<file path="src/rtl/m_wbtimer_if.sv">
// Wishbone classic responder bundle for the m_wbtimer machine timer.
// Signal names follow the Wishbone port naming of the timer block.
interface m_wbtimer_if;
    logic        CYC_I;
    logic        STB_I;
    logic        WE_I;
    logic [1:0]  ADR_I;
    logic [3:0]  SEL_I;
    logic [31:0] DAT_I;
    logic [31:0] DAT_O;
    logic        ACK_O;

    modport master (
        output CYC_I, STB_I, WE_I, ADR_I, SEL_I, DAT_I,
        input  DAT_O, ACK_O
    );

    modport slave (
        input  CYC_I, STB_I, WE_I, ADR_I, SEL_I, DAT_I,
        output DAT_O, ACK_O
    );
endinterface

</file>
<file path="src/rtl/m_wbtimer.sv">
// Wishbone RISC-V style machine timer (MTIME/MTIMECMP, prescaled tick).
// Define M_WBTIMER_CMP_EN to build MTIMECMP and the MTIP compare.
module m_wbtimer #(
    parameter int unsigned PRESCALE = 1
) (
    input  logic       CLK_I,
    input  logic       RST_I,
    m_wbtimer_if.slave bus,
    output logic       MTIP_O
);
    localparam logic [15:0] PCNT_MAX = 16'(PRESCALE - 1);

    logic [63:0] mtime;
    logic [63:0] mtime_nx;
    logic [15:0] pcnt;
    logic [15:0] pcnt_nx;
    logic        ack;
    logic [31:0] dat;
    logic [31:0] rdata;
    logic [31:0] mask;
    logic        req;
    logic        wr;
    logic        wr_lo;
    logic        wr_hi;
    logic        tick;

    assign req   = bus.CYC_I & bus.STB_I & ~ack;
    assign wr    = req & bus.WE_I & (|bus.SEL_I);
    assign wr_lo = wr & (bus.ADR_I == 2'd0);
    assign wr_hi = wr & (bus.ADR_I == 2'd1);
    assign tick  = (pcnt == PCNT_MAX);
    assign mask  = {{8{bus.SEL_I[3]}}, {8{bus.SEL_I[2]}},
                    {8{bus.SEL_I[1]}}, {8{bus.SEL_I[0]}}};

    // A write to either MTIME half cancels this edge's increment entirely.
    always_comb begin
        mtime_nx = tick ? mtime + 64'd1 : mtime;
        pcnt_nx  = tick ? 16'd0 : pcnt + 16'd1;
        if (wr_lo) begin
            mtime_nx = {mtime[63:32],
                        (bus.DAT_I & mask) | (mtime[31:0] & ~mask)};
            pcnt_nx  = 16'd0;
        end
        if (wr_hi) begin
            mtime_nx = {(bus.DAT_I & mask) | (mtime[63:32] & ~mask),
                        mtime[31:0]};
            pcnt_nx  = 16'd0;
        end
    end

`ifdef M_WBTIMER_CMP_EN
    logic [63:0] mtimecmp;
    logic [63:0] cmp_nx;

    always_comb begin
        cmp_nx = mtimecmp;
        if (wr && bus.ADR_I == 2'd2)
            cmp_nx[31:0] = (bus.DAT_I & mask) | (mtimecmp[31:0] & ~mask);
        if (wr && bus.ADR_I == 2'd3)
            cmp_nx[63:32] = (bus.DAT_I & mask) | (mtimecmp[63:32] & ~mask);
    end

    always_ff @(posedge CLK_I) begin
        if (RST_I) begin
            mtimecmp <= '1;
            MTIP_O   <= 1'b0;
        end else begin
            mtimecmp <= cmp_nx;
            MTIP_O   <= (mtime >= mtimecmp);
        end
    end

    always_comb begin
        rdata = '0;
        unique case (bus.ADR_I)
            2'd0: rdata = mtime[31:0];
            2'd1: rdata = mtime[63:32];
            2'd2: rdata = mtimecmp[31:0];
            2'd3: rdata = mtimecmp[63:32];
        endcase
    end
`else
    assign MTIP_O = 1'b0;

    always_comb begin
        rdata = '0;
        unique case (bus.ADR_I)
            2'd0: rdata = mtime[31:0];
            2'd1: rdata = mtime[63:32];
            2'd2: rdata = '0;
            2'd3: rdata = '0;
        endcase
    end
`endif

    always_ff @(posedge CLK_I) begin
        if (RST_I) begin
            mtime <= '0;
            pcnt  <= '0;
            ack   <= 1'b0;
            dat   <= '0;
        end else begin
            mtime <= mtime_nx;
            pcnt  <= pcnt_nx;
            ack   <= req;
            dat   <= req ? rdata : 32'd0;
        end
    end

    assign bus.ACK_O = ack;
    assign bus.DAT_O = dat;
endmodule

</file>
<file path="src/flat_wrapper.sv">
// flat-port wrapper written by rule: the top's interface ports become plain ports
module m_wbtimer_flat 
#(
    parameter int unsigned PRESCALE = 1
)
  (CLK_I, RST_I, MTIP_O, bus_CYC_I, bus_STB_I, bus_WE_I, bus_ADR_I, bus_SEL_I, bus_DAT_I, bus_DAT_O, bus_ACK_O);
  m_wbtimer_if bus_i ();
  input  logic CLK_I;
  input  logic RST_I;
  output logic MTIP_O;
  input wire logic [$bits(bus_i.CYC_I)-1:0] bus_CYC_I;
  input wire logic [$bits(bus_i.STB_I)-1:0] bus_STB_I;
  input wire logic [$bits(bus_i.WE_I)-1:0] bus_WE_I;
  input wire logic [$bits(bus_i.ADR_I)-1:0] bus_ADR_I;
  input wire logic [$bits(bus_i.SEL_I)-1:0] bus_SEL_I;
  input wire logic [$bits(bus_i.DAT_I)-1:0] bus_DAT_I;
  output wire logic [$bits(bus_i.DAT_O)-1:0] bus_DAT_O;
  output wire logic [$bits(bus_i.ACK_O)-1:0] bus_ACK_O;
  assign bus_i.CYC_I = bus_CYC_I;
  assign bus_i.STB_I = bus_STB_I;
  assign bus_i.WE_I = bus_WE_I;
  assign bus_i.ADR_I = bus_ADR_I;
  assign bus_i.SEL_I = bus_SEL_I;
  assign bus_i.DAT_I = bus_DAT_I;
  assign bus_DAT_O = bus_i.DAT_O;
  assign bus_ACK_O = bus_i.ACK_O;
  m_wbtimer #(.PRESCALE(PRESCALE)) u_core (.CLK_I(CLK_I), .RST_I(RST_I), .bus(bus_i), .MTIP_O(MTIP_O));
endmodule
</file>
<file path="config.mk">
export PLATFORM = sky130hd
export DESIGN_NAME = m_wbtimer_flat
export DESIGN_NICKNAME = d
export VERILOG_FILES = /design/src/rtl/m_wbtimer_if.sv /design/src/rtl/m_wbtimer.sv /design/src/flat_wrapper.sv
export SDC_FILE = /design/constraint.sdc
export NUM_CORES = 1
export LEC_CHECK = 0
export BUFFER_PORTS_ARGS = -buffer_cell sky130_fd_sc_hd__buf_2
export CORE_UTILIZATION = 35
export CTS_CLUSTER_SIZE = 8
export DETAILED_ROUTE_END_ITERATION = 8
export SYNTH_ARGS = -nofsm -noshare
export SYNTH_HDL_FRONTEND = slang
export SYNTH_SLANG_ARGS = --single-unit
</file>
<file path="constraint.sdc">
create_clock -name CLK_I -period 2.7 [get_ports CLK_I]
set_clock_uncertainty 0.05 [all_clocks]
set_input_delay 0.27 -clock CLK_I [delete_from_list [all_inputs] [get_ports CLK_I]]
set_output_delay 0.27 -clock CLK_I [all_outputs]
set_load 0.02 [all_outputs]
</file>
==> summary.json <==
{
  "synthesis": {
    "synth.distinct_cells": 65,
    "synth_seq_cells": 113,
    "synthSimpleGateAreaFrac_pct": 31.4,
    "yosys.area_share.adder_pct": 0.600,
    "yosys-top-cells-area": "sky130_fd_sc_hd__dfxtp_1, sky130_fd_sc_hd__mux2i_1, sky130_fd_sc_hd__nor2_1",
    "post-synth-top-count-cell": "sky130_fd_sc_hd__dfxtp_1",
    "syn_avg_cell_area_um2": 7.76,
    "ys_top_cells_by_count": "sky130_fd_sc_hd__dfxtp_1, sky130_fd_sc_hd__nor2_1, sky130_fd_sc_hd__nand2_1",
    "synth_sequential_area_ratio_pct": 36.2,
    "synthesized_area_fraction_occupied_by_ao_oa_aoi_and_oai_cells_pct": 19.9,
    "number_of_synthesized_flops_with_an_enable_pin": 0,
    "post_synthesis_share_of_cell_area_spent_on_xor_and_xnor_gates_pct": 1.82,
    "area_share_of_the_largest_cell_type_after_synthesis_pct": 36.2,
    "multiplexer_fraction_of_the_synthesized_cell_area_pct": 6.49,
    "post-synth-top-area-cell": "sky130_fd_sc_hd__dfxtp_1",
    "syn_inst": 806,
    "synth-async-reset-ratio_pct": 0,
    "net_count_of_the_mapped_netlist": 852,
    "syn_area_mm2": 0.00625,
    "synth_top_family_by_area": "simple AND/OR/NAND/NOR gates",
    "synth_top_flop_cell": "sky130_fd_sc_hd__dfxtp_1",
    "ys_warn_count": 0
  },
  "min_path": {
    "whs_path_depth": 3,
    "hp-start": "bus_DAT_I[29]",
    "hold_path_class": "input port to flip-flop"
  },
  "final_layout": {
    "final_nets": 959,
    "diodes_inserted": 0,
    "area_delta_synth_final_pct": 23.9,
    "post_route_insts_no_fill": 1149,
    "layout-drive-gt1-share_pct": 19.5
  },
  "drt": {
    "first_pass_iteration_count_of_the_detailed_router": 6,
    "drtIter0Drc": 713,
    "remaining_drc_errors": 0,
    "overall_routed_net_length_um": 22600,
    "vias_per_cell": 5.94,
    "vias": 6827,
    "wire_per_inst_um": 19.7,
    "drt.antenna.violating_nets": 0
  },
  "clocking": {
    "tritoncts.num_buffers": 17,
    "cts_setup_buffers": 0,
    "post_cts_resize_count": 0,
    "sinks_on_the_clock_net": 113,
    "register_clock_pin_slew_on_the_reported_worst_setup_and_hold_paths_ps": 60,
    "cts_root_buf": "sky130_fd_sc_hd__clkbuf_16",
    "ctsHtreeMaxLevel": 4,
    "tritoncts_clock_tree": "done",
    "clockBufferDepth": 2,
    "worst_skew_pair.late_latency_ps": 430,
    "post_cts_hold_buffer_count": 0
  },
  "grt": {
    "first_global_vias": 6403,
    "antenna_found_initial": 0,
    "grt_max_degree": 34,
    "groute.usage.overall_pct": 25.7,
    "grt_first_pass_wirelength_um": 35800,
    "globalRoute.totalOverflow": 0
  },
  "power": {
    "power.net_switching_mw": 1.02,
    "netSwitchingFraction_pct": 24.8,
    "p_leak_nw": 2.85,
    "power_frac_clock_pct": 51.6,
    "irDropWorstVdd_mv": 0.448,
    "pwr-share-comb_pct": 6.5,
    "power.sequential.fraction_pct": 41.9,
    "cell_internal_pwr_mw": 3.08,
    "powerDensity_mw_per_mm2": 529,
    "finalPower_mw": 4.09
  },
  "sta": {
    "drv_slew": 0,
    "finalCritPeriodShare_pct": 94.1,
    "maxSlewHeadroom_pct": 46.5,
    "final-hold-violation-count": 0,
    "setup_viol": 0,
    "grt_setup_unrepaired": "false",
    "fmax_ghz": 0.394,
    "final.min_clock_period_ps": 2540,
    "max_slew.worst_pin.slew_ps": 800,
    "setup_tns_ps": 0
  },
  "setup_path": {
    "cp_max_fo": 7,
    "setup.worst_path.class": "flip-flop to flip-flop",
    "timing.critical_path.max_delay_family": "simple AND/OR/NAND/NOR gates",
    "timing.critical_path.cells": "ha_1 > nand3_1 > nor3_1 > nand4_1 > buf_4 > nor3_1 > mux2i_1 > nor4_1",
    "worst_setup_path_end_kind": "flip-flop",
    "critical-path-top-cell-by-count": "sky130_fd_sc_hd__nor3_1",
    "worstRegToRegCells": 8,
    "cp_num_buf_inv": 1,
    "setup.reg_to_reg.worst_slack_ps": 160,
    "timing.critical_path.slowest_stage_cell": "sky130_fd_sc_hd__dfxtp_1",
    "critical_path.startpoint_type": "flip-flop",
    "critical_path.max_stage_delay_ps": 440,
    "arrival_ps": 2780,
    "worstPathRequired_ps": 2940
  },
  "die": {
    "design.portCount": 77,
    "fp.coreArea_mm2": 0.0174,
    "die_area_mm2": 0.0184,
    "die-height_um": 136,
    "die_w_um": 136,
    "start_util_pct": 36.0,
    "placement_rows": 48
  },
  "placed_design": {
    "post-place-cells": 1119,
    "finalWeightedCongestion": 0.906,
    "place.detailed.hpwl_um": 16200,
    "numPortBuffers": 75
  },
  "job": {
    "drv_cap": 0
  },
  "run_status": {
    "outcome": "completed"
  }
}
-- per-stage QoR --
step | hold slack [ps] | setup WS, ps | instance area [um2] | util (%)
2_1_floorplan | 308 | 299 | 6250 | -
3_3_place_gp | 416 | 275 | 7200 | 41.5
3_5_place_dp | 428 | 237 | 7200 | 41.5
4_1_cts | 62.1 | 226 | 7740 | 44.6
5_1_grt | 70.2 | 6.84 | 7740 | 44.6
6_report | 72.3 | 160 | 7740 | 44.6
-- area by class of cell --
class | instances | area (um2)
timing repair buffer | 135 | 838
multi-input combinational | 635 | 3780
inverter | 11 | 41.3
sequential | 113 | 2260
clock inverter | 10 | 88.8
fill | 1774 | 9610
tap | 225 | 282
clock buffer | 20 | 457
-- worst register-to-register path, stage by stage (launching register included) --
cell and delay, ps:
sky130_fd_sc_hd__dfxtp_1 440, sky130_fd_sc_hd__ha_1 230, sky130_fd_sc_hd__nand3_1 240, sky130_fd_sc_hd__nor3_1 330
sky130_fd_sc_hd__nand4_1 290, sky130_fd_sc_hd__buf_4 260, sky130_fd_sc_hd__nor3_1 260, sky130_fd_sc_hd__mux2i_1 250
sky130_fd_sc_hd__nor4_1 60
-- routing by layer --
layer | wire, um | share of wire (%) | up-vias | track usage, %
met5 | 0 | 0 | - | 0
li1 | - | - | 3235 | -
met4 | 653 | 2.9 | 0 | 11.0
met2 | 9780 | 43 | 362 | 37.1
met3 | 1920 | 8.5 | 52 | 5.95
met1 | 10200 | 45 | 3178 | 36.0
-- power by group through the flow --
| stage | registers (mW) | logic (mW) | clock network, mW |
|---|---|---|---|
| floorplan | 1.75 | 0.140 | 0 |
| global placement | 1.75 | 0.260 | 0 |
| detailed placement | 1.75 | 0.259 | 0 |
| CTS | 1.72 | 0.260 | 2.14 |
| global route | 1.72 | 0.284 | 2.22 |
| finish | 1.72 | 0.266 | 2.11 |
-- cell families after synthesis --
family,after synthesis
XOR/XNOR,13
flip-flops,113
AND/OR/NAND/NOR,378
adder cells (fa/ha/maj),3
multiplexers,40
buffers and inverters,58
AO/OA/AOI/OAI,200
other,1
-- how the worst max path moves through the flow --
stage,depth (start not counted),start,to
after floorplan,9,u_core.pcnt[0],flip-flop
after global placement,6,flip-flop,flip-flop
after detailed placement,8,u_core.pcnt[0],flip-flop
after CTS,8,u_core.pcnt[0],flip-flop
after global routing,8,flip-flop,flip-flop
final,8,flip-flop,flip-flop
-- cell usage in the layout (no fill, tap or decap), drive strengths merged, types with 21 or more instances in the layout --
cell type / count
dfxtp: 113
buf: 135
nor3: 33
nor2: 91
nor4: 21
a21oi: 49
and3: 25
nand4: 26
nand2: 81
nand3: 53
mux2i: 39
o21ai: 61
Note: power is estimated with default switching activity, not from simulation.
